===== config.mk =====
export PLATFORM = sky130hd
export DESIGN_NAME = dmaster_packets_to_bytes
export DESIGN_NICKNAME = d
export VERILOG_FILES = /design/src/rtl/dmaster_packets_to_bytes.sv
export SDC_FILE = /design/constraint.sdc
export NUM_CORES = 1
export LEC_CHECK = 0
export CAP_MARGIN = 25
export CORE_MARGIN = 2
export CORE_UTILIZATION = 49
export CTS_CLUSTER_DIAMETER = 50
export DETAILED_ROUTE_END_ITERATION = 12
export HOLD_SLACK_MARGIN = 0.06
export PLACE_DENSITY = 0.72
export SLEW_MARGIN = 20
export SYNTH_ARGS = -nofsm -noshare
export SYNTH_HDL_FRONTEND = slang
export SYNTH_SLANG_ARGS = --single-unit

===== constraint.sdc =====
create_clock -name clk -period 2.7 [get_ports clk]
set_clock_uncertainty 0.05 [all_clocks]
set_input_delay 0.54 -clock clk [delete_from_list [all_inputs] [get_ports clk]]
set_output_delay 0.54 -clock clk [all_outputs]
set_load 0.1 [all_outputs]

===== src/rtl/dmaster_packets_to_bytes.sv =====
// Serialises a channelised 8-bit Avalon-ST packet stream into a flat byte stream
// framed with in-band 0x7A/0x7B/0x7C markers and 0x7D escapes.
module dmaster_packets_to_bytes #(
   parameter int CHANNEL_WIDTH  = 8,
   parameter bit ENCODE_CHANNEL = 1'b1
) (
   input  logic                     clk,
   input  logic                     reset,
   output logic                     in_ready,
   input  logic                     in_valid,
   input  logic [7:0]               in_data,
   input  logic                     in_startofpacket,
   input  logic                     in_endofpacket,
   input  logic [CHANNEL_WIDTH-1:0] in_channel,
   input  logic                     out_ready,
   output logic                     out_valid,
   output logic [7:0]               out_data
);

   typedef enum logic [2:0] {
      IDLE, CH_MARK, CH_ESC, CH_VAL, SOP_MARK, EOP_MARK, D_ESC, D_VAL
   } state_t;

   state_t     state;
   logic [7:0] hold_data;
   logic [7:0] hold_channel;
   logic       hold_sop;
   logic       hold_eop;
   logic [7:0] last_channel;
   logic [7:0] channel_byte;
   logic       accept;
   logic       out_fire;

   function automatic logic is_reserved(input logic [7:0] b);
      return (b >= 8'h7A) && (b <= 8'h7D);
   endfunction

   function automatic state_t data_state(input logic [7:0] d);
      return is_reserved(d) ? D_ESC : D_VAL;
   endfunction

   function automatic state_t after_header(input logic sop, input logic eop,
                                           input logic [7:0] d);
      if (sop)
         return SOP_MARK;
      else if (eop)
         return EOP_MARK;
      else
         return data_state(d);
   endfunction

   // A header is needed on every SOP and whenever the channel differs from the last one sent.
   function automatic state_t first_state(input logic sop, input logic eop,
                                          input logic [7:0] ch, input logic [7:0] d,
                                          input logic [7:0] last);
      if (ENCODE_CHANNEL && (sop || (ch != last)))
         return CH_MARK;
      else
         return after_header(sop, eop, d);
   endfunction

   assign channel_byte = ENCODE_CHANNEL ? 8'(in_channel) : 8'h00;
   assign in_ready     = !reset && ((state == IDLE) || ((state == D_VAL) && out_ready));
   assign out_valid    = !reset && (state != IDLE);
   assign accept       = in_valid && in_ready;
   assign out_fire     = out_valid && out_ready;

   always_ff @(posedge clk) begin
      if (reset) begin
         state        <= IDLE;
         hold_data    <= 8'h00;
         hold_channel <= 8'h00;
         hold_sop     <= 1'b0;
         hold_eop     <= 1'b0;
         last_channel <= 8'h00;
      end else begin
         if (accept) begin
            hold_data    <= in_data;
            hold_channel <= channel_byte;
            hold_sop     <= in_startofpacket;
            hold_eop     <= in_endofpacket;
         end
         case (state)
            IDLE:
               if (accept)
                  state <= first_state(in_startofpacket, in_endofpacket,
                                       channel_byte, in_data, last_channel);
            CH_MARK:
               if (out_fire)
                  state <= is_reserved(hold_channel) ? CH_ESC : CH_VAL;
            CH_ESC:
               if (out_fire)
                  state <= CH_VAL;
            CH_VAL:
               if (out_fire) begin
                  last_channel <= hold_channel;
                  state        <= after_header(hold_sop, hold_eop, hold_data);
               end
            SOP_MARK:
               if (out_fire)
                  state <= hold_eop ? EOP_MARK : data_state(hold_data);
            EOP_MARK:
               if (out_fire)
                  state <= data_state(hold_data);
            D_ESC:
               if (out_fire)
                  state <= D_VAL;
            D_VAL:
               // Final byte handoff may coincide with the next beat, avoiding a bubble.
               if (out_fire) begin
                  if (accept)
                     state <= first_state(in_startofpacket, in_endofpacket,
                                          channel_byte, in_data, last_channel);
                  else
                     state <= IDLE;
               end
            default:
               state <= IDLE;
         endcase
      end
   end

   always_comb begin
      out_data = 8'h00;
      if (!reset) begin
         case (state)
            CH_MARK:  out_data = 8'h7C;
            CH_ESC:   out_data = 8'h7D;
            CH_VAL:   out_data = is_reserved(hold_channel) ? (hold_channel ^ 8'h20) : hold_channel;
            SOP_MARK: out_data = 8'h7A;
            EOP_MARK: out_data = 8'h7B;
            D_ESC:    out_data = 8'h7D;
            D_VAL:    out_data = is_reserved(hold_data) ? (hold_data ^ 8'h20) : hold_data;
            default:  out_data = 8'h00;
         endcase
      end
   end

endmodule


======== After elaboration in Yosys (flattened, before gate mapping) ========
Cells that the tools add are included.
cells by class
  order comparisons ....................... 6
  bitwise gates (word level) .............. 2
  equality and inequality tests ........... 16
  reductions and logical operators ........ 16
  multiplexer cells ....................... 22
operators with widths
  operator                                                                count
  8-bit case mux with 6 select lines                                      1
  3-bit 2-to-1 mux                                                        12
  8-bit by 7-bit >= comparator with 1-bit output (second input constant)  3
  8-bit by 7-bit <= comparator with 1-bit output (second input constant)  3
  3-bit case mux with 8 select lines                                      1
  2-bit != test (second input constant)                                   8
  3-bit equality test (second input constant)                             4
  6-bit 2-to-1 mux                                                        2
  1-bit logical AND                                                       8
  8-bit 2-to-1 mux                                                        1
  8-bit != test                                                           1
  8-bit AND reduction                                                     1
  3-bit by 2-bit equality test with 1-bit output (second input constant)  2
  2-bit 2-to-1 mux                                                        2
  3-bit by 1-bit equality test with 1-bit output (second input constant)  1
  3-bit logical NOT                                                       1
  1-bit 2-to-1 mux                                                        3
  3-bit nonzero test                                                      1
  1-bit logical OR                                                        2
  1-bit NOT                                                               2
  2-bit AND reduction                                                     1
  2-bit OR reduction                                                      1
  1-bit logical NOT                                                       1
word-level totals
  input port bits ......................... 22
  logic and storage cells ................. 68
  bits in registers ....................... 29

======== Logic depth before layout (Yosys ltp) ========
Gate-level depths: netlist of the first run.
  depth after elaboration ................. 9
  gate-level depth with buffers ........... 8
  mapped depth without buffers ............ 5

======== Worst setup path before layout of the first run ========
OpenSTA, ideal clock, no wires.
  path kind ............................... reg2out
  start ................................... reg state[2]
  end ..................................... out out_data[7]
  cell stages (with the launch flop) ...... 5
  path slack .............................. -0.865 ns
  data arrival time ....................... 2.975 ns
  required time ........................... 2.110 ns
  cell sequence ........................... dfxtp_1 buf_2 buf_2 mux2i_1 nor3_1
on the way
  cells in the longest elaborated chain, start to end .. 4
  elaborated cells between the ends (all ways) .. 10
  classes of those cells .................. eq/ne (7); mux (2); reduce/logical (1)
RTL lines
  element                                                                                line  RTL
  start, declared                                                                        24    state_t state;
  start signal, assigned                                                                 86    state <= first_state(in_startofpacket, in_endofpacket,
  start signal, assigned                                                                 90    state <= is_reserved(hold_channel) ? CH_ESC : CH_VAL;
  start signal, assigned                                                                 97    state <= after_header(hold_sop, hold_eop, hold_data);
  3-bit equality test or 3-bit by 2-bit equality test with 1-bit output (tied branches)  126   case (state)
  2-bit OR reduction (no line)                                                           n/a
  8-bit case mux with 6 select lines (*)                                                 126
  8-bit 2-to-1 mux (*)                                                                   125   if (!reset) begin
  end, declared                                                                          17    output logic [7:0] out_data
Mark *: on every way between the ends. The rest lies on a longest branch, timed or not.

======== Final worst setup path of the first run ========
  start ................................... reg state[0]
  end ..................................... out out_data[3]
The elaborated chain is that of the path after synthesis.

==> run metrics, run 1 <==
status=completed; number of flops mapped to enable cells by yosys=0; vias in the first global route=1392; Hold Startpoint=hold_data[0]; CP arrival=2000 ps; vias per inst=5.309; max-slew violations=0; cell area power density=612.9 mW/mm²; Final Core Density=0.6656; share of cells above drive strength 1=0.2314; Root Driver=clkbuf_4; top post-synthesis cells by count=dfxtp_1, nand2_1, nand2b_1; maximum level of the CTS H-tree=2; max_slew headroom=0.6904; initial antenna violation count=0; Worst R2R Path Depth=5; gr ovfl total=0; Power Total=1.383 mW; starting density of the core=0.5183; Mapped Area=0.001757 mm²; TritonRoute pass-1 iters=4; DR iter-0 viols=79; Met1 Wirelength=1.679 mm; ANT nets after route=0; antenna diode count=0; die height=63.88 µm; DRC viols=0; insertion delay to the later sink of the worst-skew pair=340 ps; met3 WL=173 µm; Pleak=0.7741 nW; RSZ-0062 raised after global routing=no; CTS tree=done; Hold EP=hold_data[0]; Hold Buf Count CTS=0; highest routed layer=met4; Post-synth ARST share=0; post-CTS setup buffers=0; syn nets=220; Die ar.=0.004080 mm²; most frequent cell after synthesis=dfxtp_1; Ports=32; Tcrit/Tclk final=0.9583; RD Place Congestion=0.8637; synth top area cells=dfxtp_1, o21ai_2, mux2i_1, nand2b_1, xnor2_1; CP startpoint kind=flop; clk sinks=29; area grow syn2layout=28.42%; class of the worst hold path=reg2reg; largest net degree at the start of global routing=38; final-report setup violation count=0; hpwl dp=2.770 mm; Min Clock Period, post-route=2587 ps; register area share after synthesis=0.3305; gr usage total=0.2055; CORE AREA=0.003390 mm²; setup TNS=0 ps; WL/cell=13.86 µm; Final WS setup=112.6 ps; # fillers=286; hold depth=2; maximum vdd drop=0.4288 mV; synth unique cells=43; fmax=386.5 MHz; ys flop type=dfxtp_1; CP Data Required Time=2110 ps; worst reg2reg path startpoint=state[0]; CP Capture Type=primary output; clock slew at reported path FFs=90 ps; endpoints failing hold=0; Site Rows=21; Routed WL=3.811 mm; via count=1460; maximum clock insertion buffer count=2; flops & latches, synth=29; Die Span X=63.88 µm; worst slew pin tran=464.5 ps; input/output buffers=31; syn avg cell area=8.872 µm²; global-route wire length before repair=6.486 mm; Critical R2R Capture=hold_sop; Max-Cap Viols=0; FF-to-FF setup slack=810 ps; post-cts sizing count=0; final net count=250; Synth area leader=dfxtp_1; Mapped Cells=198; Placement Setup Slack=292.9 ps; crit path kind=reg2out; share of the synthesized area in the top cell type=0.3305; cts bufs inserted=5; critical path peak fanout=11; met2 WL=1.889 mm; Yosys warning count=0
[through the flow]
stage | instances | hold slack (ps) | area [µm²]
after floorplan | 198 | 401.5 | 1770
after global placement | 267 | 438.4 | 2153
after detailed placement | 267 | 435.2 | 2153
after CTS | 275 | 456.2 | 2256
after global routing | 275 | 475.5 | 2256
final | 275 | 449.3 | 2256
[where the power goes]
group,internal [mW],switching [mW]
Sequential,0.461,0.0443
Combinational,0.176,0.249
Clock,0.287,0.166
[registers in the layout (all words and copies together), names as in the netlist]
signal and cells:
hold_channel 8, hold_data 8, hold_eop 1, hold_sop 1, last_channel 8, state 3
[layout by cell type, fill, tap and decap left out, types with 5 or more instances in the layout]
cell and instances:
xnor2_1 11, nand2b_1 19, nand4_1 5, clkbuf_4 5
buf_12 11, clkdlybuf4s50_1 21, dfxtp_1 29, a21oi_1 10
nor2_1 12, mux2i_1 12, nand2_1 24, o21ai_2 17
[worst max-delay path, cell delays in order (launching register included)]
cell and delay, ps:
dfxtp_1 610, or3_4 240, or2b_1 320, a21oi_1 280, buf_12 220
[per-layer routing]
layer / vias to the layer above / global-route usage
met4: 0 / 0.08696
met2: 33 / 0.3385
met3: 7 / 0.05106
met5: - / 0
li1: 755 / -
met1: 665 / 0.2541
[final cells by class]
class	instances	area, µm²	share of cell area
multi-input combinational	152	1040	0.4609
sequential	29	580.6	0.2573
timing repair buffer	36	460.4	0.2041
clock inverter	3	65.06	0.02884
tap	46	57.56	0.02551
clock buffer	5	37.54	0.01664
inverter	4	15.01	0.006656
[kinds of logic after synthesis]
| family | Yosys count | share of synthesized area |
|---|---|---|
| AOI/OAI and AO/OA | 43 | 0.1830 |
| and+or+nand+nor | 84 | 0.2586 |
| buffers and inverters | 17 | 0.08546 |
| muxes | 14 | 0.08761 |
| DFF | 29 | 0.3305 |
| xor gates and xnor gates | 11 | 0.05484 |
[worst max path at each step]
stage | from | depth (start not counted) | slack, ps | endpoint
after floorplan | state[2] | 4 | -320 | out_data[3]
after global placement | reset | 4 | 320 | out_data[3]
after detailed placement | reset | 4 | 290 | out_data[4]
after CTS | state[0] | 4 | 120 | out_data[4]
after global routing | state[0] | 4 | 5 | out_data[6]
final | state[0] | 4 | 110 | out_data[3]
Note: power is estimated with default switching activity, not from simulation.
==> inputs of run 2 (changes only) <==
CORE_UTILIZATION = 40   (was 49)
PLACE_DENSITY = 0.61   (was 0.72)
TNS_END_PERCENT = 5   (was unset)
==> run 2 against run 1 <==
  * Final cell count grew 2.2%
  * Hold slack is essentially flat
  * Fmax grew 3.5%
  * Combinational power decreased by 0.9%
  * Critical endpoint unchanged
  * Largest cell class unchanged
  * Highest routed layer unchanged
==> run metrics, run 2 (synthesis gave the netlist of run 1 again) <==
vias per inst=5.100 (was 5.309); vias in the first global route=1424 (was 1392); Placed Area=0.002143 mm² (was 0.002153 mm²); max_slew headroom=0.6820 (was 0.6904); CP Capture Type=primary output (unchanged); insertion delay to the later sink of the worst-skew pair=280 ps (was 340 ps); crit path kind=reg2out (unchanged); Min Clock Period, post-route=2499 ps (was 2587 ps); FF-to-FF setup slack=710 ps (was 810 ps); Critical R2R Capture=hold_sop (unchanged); cell area power density=573.9 mW/mm² (was 612.9 mW/mm²); CP arrival=1910 ps (was 2000 ps); Site Rows=24 (was 21); class of the worst hold path=reg2reg (unchanged); max-slew violations=0 (unchanged); hpwl dp=2.812 mm (was 2.770 mm); Tcrit/Tclk final=0.9256 (was 0.9583); # fillers=434 (was 286); maximum vdd drop=0.2745 mV (was 0.4288 mV); Worst R2R Path Depth=6 (was 5); CORE AREA=0.004294 mm² (was 0.003390 mm²); Die Span X=70.27 µm (was 63.88 µm); RD Place Congestion=0.8048 (was 0.8637); maximum clock insertion buffer count=2 (unchanged); Routed WL=3.828 mm (was 3.811 mm); crit-path cells=or3_4, or2b_1, a21oi_1, buf_12 (unchanged); RSZ-0062 raised after global routing=no (unchanged); Slowest cell on crit path=dfxtp_1 (unchanged); Hold Buf Count CTS=0 (unchanged); worst reg2reg path startpoint=state[2] (was state[0]); DR iter-0 viols=74 (was 79); die height=70.27 µm (was 63.88 µm); setup TNS=0 ps (unchanged); most common cell after layout, fill and taps aside=dfxtp_1 (unchanged); Critical Path End=out_data[3] (unchanged); post-cts sizing count=0 (unchanged); Crit. Startpoint=state[0] (unchanged); CP Data Required Time=2110 ps (about the same); final net count=250 (unchanged); critical path peak fanout=11 (unchanged); Max-Cap Viols=0 (unchanged); crit-path max cell delay=600 ps (was 610 ps); CTS tree=done (unchanged); clk sinks=29 (unchanged); Min Hold Slack=449.0 ps (was 449.3 ps); CP startpoint kind=flop (unchanged); gr ovfl total=0 (unchanged); gr usage total=0.1755 (was 0.2055); Top Family by Delay on Critical Path=flip-flops (unchanged); cts bufs inserted=5 (unchanged); final-report setup violation count=0 (unchanged); TritonRoute pass-1 iters=4 (unchanged); initial antenna violation count=0 (unchanged); top flop regs=hold_channel (8), hold_data (8), last_channel (8) (unchanged); DRC viols=0 (unchanged); Root Driver=clkbuf_8 (was clkbuf_4); area grow syn2layout=26.71% (was 28.42%); WL/cell=13.62 µm (was 13.86 µm); Finished Cell Area=0.002226 mm² (was 0.002256 mm²); share of cells above drive strength 1=0.2183 (was 0.2314); clock slew at reported path FFs=60 ps (was 90 ps); Ports=32 (unchanged); endpoints failing hold=0 (unchanged); Final Core Density=0.5184 (was 0.6656); largest net degree at the start of global routing=37 (was 38); status=completed (unchanged); Die ar.=0.004938 mm² (was 0.004080 mm²); global-route wire length before repair=6.720 mm (was 6.486 mm); ANT nets after route=0 (unchanged); fmax=400.2 MHz (was 386.5 MHz); most frequent cells in the layout=dfxtp_1, nand2_1, clkdlybuf4s50_1 (unchanged); worst path bufs/invs=1 (unchanged); Pleak=0.7591 nW (was 0.7741 nW); worst slew pin tran=477.1 ps (was 464.5 ps); antenna diode count=0 (unchanged); via count=1433 (was 1460); input/output buffers=31 (unchanged); Power Total=1.278 mW (was 1.383 mW); critical path depth=4 (unchanged); starting density of the core=0.4091 (was 0.5183); maximum level of the CTS H-tree=2 (unchanged); post-CTS setup buffers=0 (unchanged)
==> run 2: cell types whose count changed in the layout (fill, tap and decap cells not counted), sizes merged <==
cell,previous run,this run
clkinv,1,2
bufinv,2,0
clkbuf,5,6
==> run 2: how the worst min path moves through the flow <==
stage / from / to / slack (ps) / depth (start not counted)
floorplan: hold_channel[0] / hold_channel[0] / 400 / 2
global placement: hold_data[0] / hold_data[0] / 430 / 2
detailed placement: hold_data[0] / hold_data[0] / 440 / 2
CTS: hold_data[0] / hold_data[0] / 450 / 2
global route: hold_data[0] / hold_data[0] / 470 / 2
finish: hold_data[3] / hold_data[3] / 450 / 2
==> run 2: stage by stage <==
stage	std cells	setup slack (ps)
global placement	273	341.6
detailed placement	273	332.4
CTS	281	217.5
global route	281	118.4
finish	281	201.0
floorplan	198	-324.8
==> run 2: cell type report <==
type	count	area [µm²]	area share
Multi-Input combinational cell	152	1035	0.4649
Sequential cell	29	580.6	0.2608
Timing Repair Buffer	36	447.9	0.2012
Clock buffer	6	72.57	0.03260
Tap cell	52	65.06	0.02923
Inverter	4	15.01	0.006745
Clock inverter	2	10.01	0.004497
==> run 2: routing by layer <==
layer / track usage / wire length (µm)
met2: 0.2704 / 1754
met5: 0 / 0
met1: 0.2250 / 1835
met4: 0.07906 / 85
met3: 0.05339 / 153
==> run 2: power by group <==
part	switching (mW)	leakage (nW)	internal [mW]	total, mW
combinational	0.246	0.477	0.174	0.420
sequential	0.0451	0.237	0.462	0.507
clock	0.173	0.0450	0.178	0.351
total	0.464	0.759	0.814	1.28
==> run 2: worst min-delay path: cells and delay by family, from the launching register on <==
family	cells	cell delay, ps
flops	1	320
simple gates	1	90
compound gates	1	50
==> inputs of run 3 (changes only) <==
RECOVER_POWER = 50   (was unset)
==> run 3 against run 2 <==
  * Utilization down 1.2 points
  * Worst setup slack improved by 42 ps
  * Die area unchanged
  * Fmax is 1.7% higher
  * Non-clock buffer count did not move
  * Total power is 1.2% lower
  * Cell area down 2.2%
  * Sequential share of layout area grew 0.60 points
  * Sequential cell count did not move
  * Via count decreased by 0.28%
  * Clock-buffer cell count is the same
  * Hold slack lost 1.8 ps
  * Critical endpoint unchanged
  * Largest power group unchanged
  * Highest routed layer unchanged
==> run metrics, run 3 (synthesis gave the netlist of run 1 again) <==
CORE AREA=0.004294 mm² (unchanged); vias in the first global route=1424 (unchanged); internal power=0.8069 mW (was 0.8138 mW); WL/cell=13.60 µm (was 13.62 µm); insertion delay to the later sink of the worst-skew pair=280 ps (about the same); crit-path cells=or3_4, or2b_1, a21oi_1, buf_12 (unchanged); maximum clock insertion buffer count=2 (unchanged); endpoints failing hold=0 (unchanged); via count=1429 (was 1433); post-cts sizing count=0 (unchanged); share of cells above drive strength 1=0.1747 (was 0.2183); clk sinks=29 (unchanged); clock network fraction of total power=0.278 (was 0.275); Worst R2R Path Depth=5 (was 6); gr ovfl total=0 (unchanged); Min Clock Period, post-route=2457 ps (was 2499 ps); Die ar.=0.004938 mm² (unchanged); crit-path max cell delay=590 ps (was 600 ps); top flop regs=hold_channel (8), hold_data (8), last_channel (8) (unchanged); antenna diode count=0 (unchanged); vias per inst=5.085 (was 5.100); DR iter-0 viols=72 (was 74); cell area power density=580.2 mW/mm² (was 573.9 mW/mm²); Logic pwr share=0.321 (was 0.329); most common cell after layout, fill and taps aside=dfxtp_1 (unchanged); ANT nets after route=0 (unchanged); Ports=32 (unchanged); Final Core Density=0.5067 (was 0.5184); final net count=250 (unchanged); CP Capture Type=primary output (unchanged); Slowest cell on crit path=dfxtp_1 (unchanged); maximum vdd drop=0.2755 mV (was 0.2745 mV); die height=70.27 µm (unchanged); Power Total=1.262 mW (was 1.278 mW); Placement Setup Slack=332.4 ps (unchanged); Placed Area=0.002143 mm² (unchanged); Finished Cell Area=0.002176 mm² (was 0.002226 mm²); setup TNS=0 ps (unchanged); max_slew headroom=0.5211 (was 0.6820); hpwl dp=2.812 mm (unchanged); CP Data Required Time=2110 ps (about the same); CP arrival=1870 ps (was 1910 ps); placed insts=273 (unchanged); gr usage total=0.1755 (unchanged); Die Span X=70.27 µm (unchanged); global-route wire length before repair=6.720 mm (unchanged); Routed WL=3.821 mm (was 3.828 mm); initial antenna violation count=0 (unchanged); post-CTS setup buffers=0 (unchanged); final-report setup violation count=0 (unchanged); area grow syn2layout=23.86% (was 26.71%); worst slew pin tran=718.4 ps (was 477.1 ps); Hold Buf Count CTS=0 (unchanged); most frequent cells in the layout=dfxtp_1, nand2_1, clkdlybuf4s50_1 (unchanged); max-slew violations=0 (unchanged); largest net degree at the start of global routing=37 (unchanged); class of the worst hold path=reg2reg (unchanged); # fillers=447 (was 434); Seq. cell area=580.6 µm² (unchanged); crit path kind=reg2out (unchanged); Min Hold Slack=447.3 ps (was 449.0 ps); clock slew at reported path FFs=60 ps (about the same); fin cells=281 (unchanged); maximum level of the CTS H-tree=2 (unchanged); DRC viols=0 (unchanged); Seq pwr share=0.401 (was 0.397); Max-Cap Viols=0 (unchanged); CP startpoint kind=flop (unchanged); Site Rows=24 (unchanged); Pleak=0.7378 nW (was 0.7591 nW); Root Driver=clkbuf_8 (unchanged); hold depth=2 (unchanged); cts bufs inserted=5 (unchanged); Final WS setup=243.4 ps (was 201.0 ps); RD Place Congestion=0.8048 (unchanged); multi-input logic area=991.0 µm² (was 0.001035 mm²); TritonRoute pass-1 iters=4 (unchanged); Net Switching=0.4554 mW (was 0.4637 mW); critical path peak fanout=11 (unchanged); starting density of the core=0.4091 (unchanged); fmax=407.1 MHz (was 400.2 MHz); switching portion of total power=0.3608 (was 0.3630); CTS tree=done (unchanged); status=completed (unchanged); RSZ-0062 raised after global routing=no (unchanged); Tcrit/Tclk final=0.9098 (was 0.9256); input/output buffers=31 (unchanged)
run 3: critical path, delay by kind of cell (launching register included):
family	cells	cell delay, ps
AOI/OAI and AO/OA	1	260
buffers and inverters	1	210
DFF	1	590
and+or+nand+nor	2	510
run 3: power groups by stage:
stage               Sequential (mW)  Clock [mW]  Combinational (mW)
floorplan                     0.492           0               0.324
global placement              0.516           0               0.420
detailed placement            0.516           0               0.422
CTS                           0.507       0.362               0.423
global route                  0.511       0.379               0.437
finish                        0.507       0.351               0.405
run 3: worst paths after layout:
kind                                    from      endpoint  slack (ps)
worst min-delay path            hold_data[0]  hold_data[0]         450
worst max-delay path                state[0]   out_data[3]         240
worst max register to register      state[2]      hold_eop         400
worst min register to register  hold_data[0]  hold_data[0]         450
run 3: routing by layer:
metal	part of all wire	track usage	up-vias
li1	-	-	744
met1	0.48	0.2250	652
met2	0.46	0.2704	24
met3	0.040	0.05339	9
met4	0.022	0.07906	0
met5	0	0	-
run 3: area by class of cell:
type / count / area share
multi-input combinational: 152 / 0.4554
sequential: 29 / 0.2668
timing repair buffer: 36 / 0.2030
clock buffer: 6 / 0.03335
tap: 52 / 0.02990
inverter: 4 / 0.006901
clock inverter: 2 / 0.004600
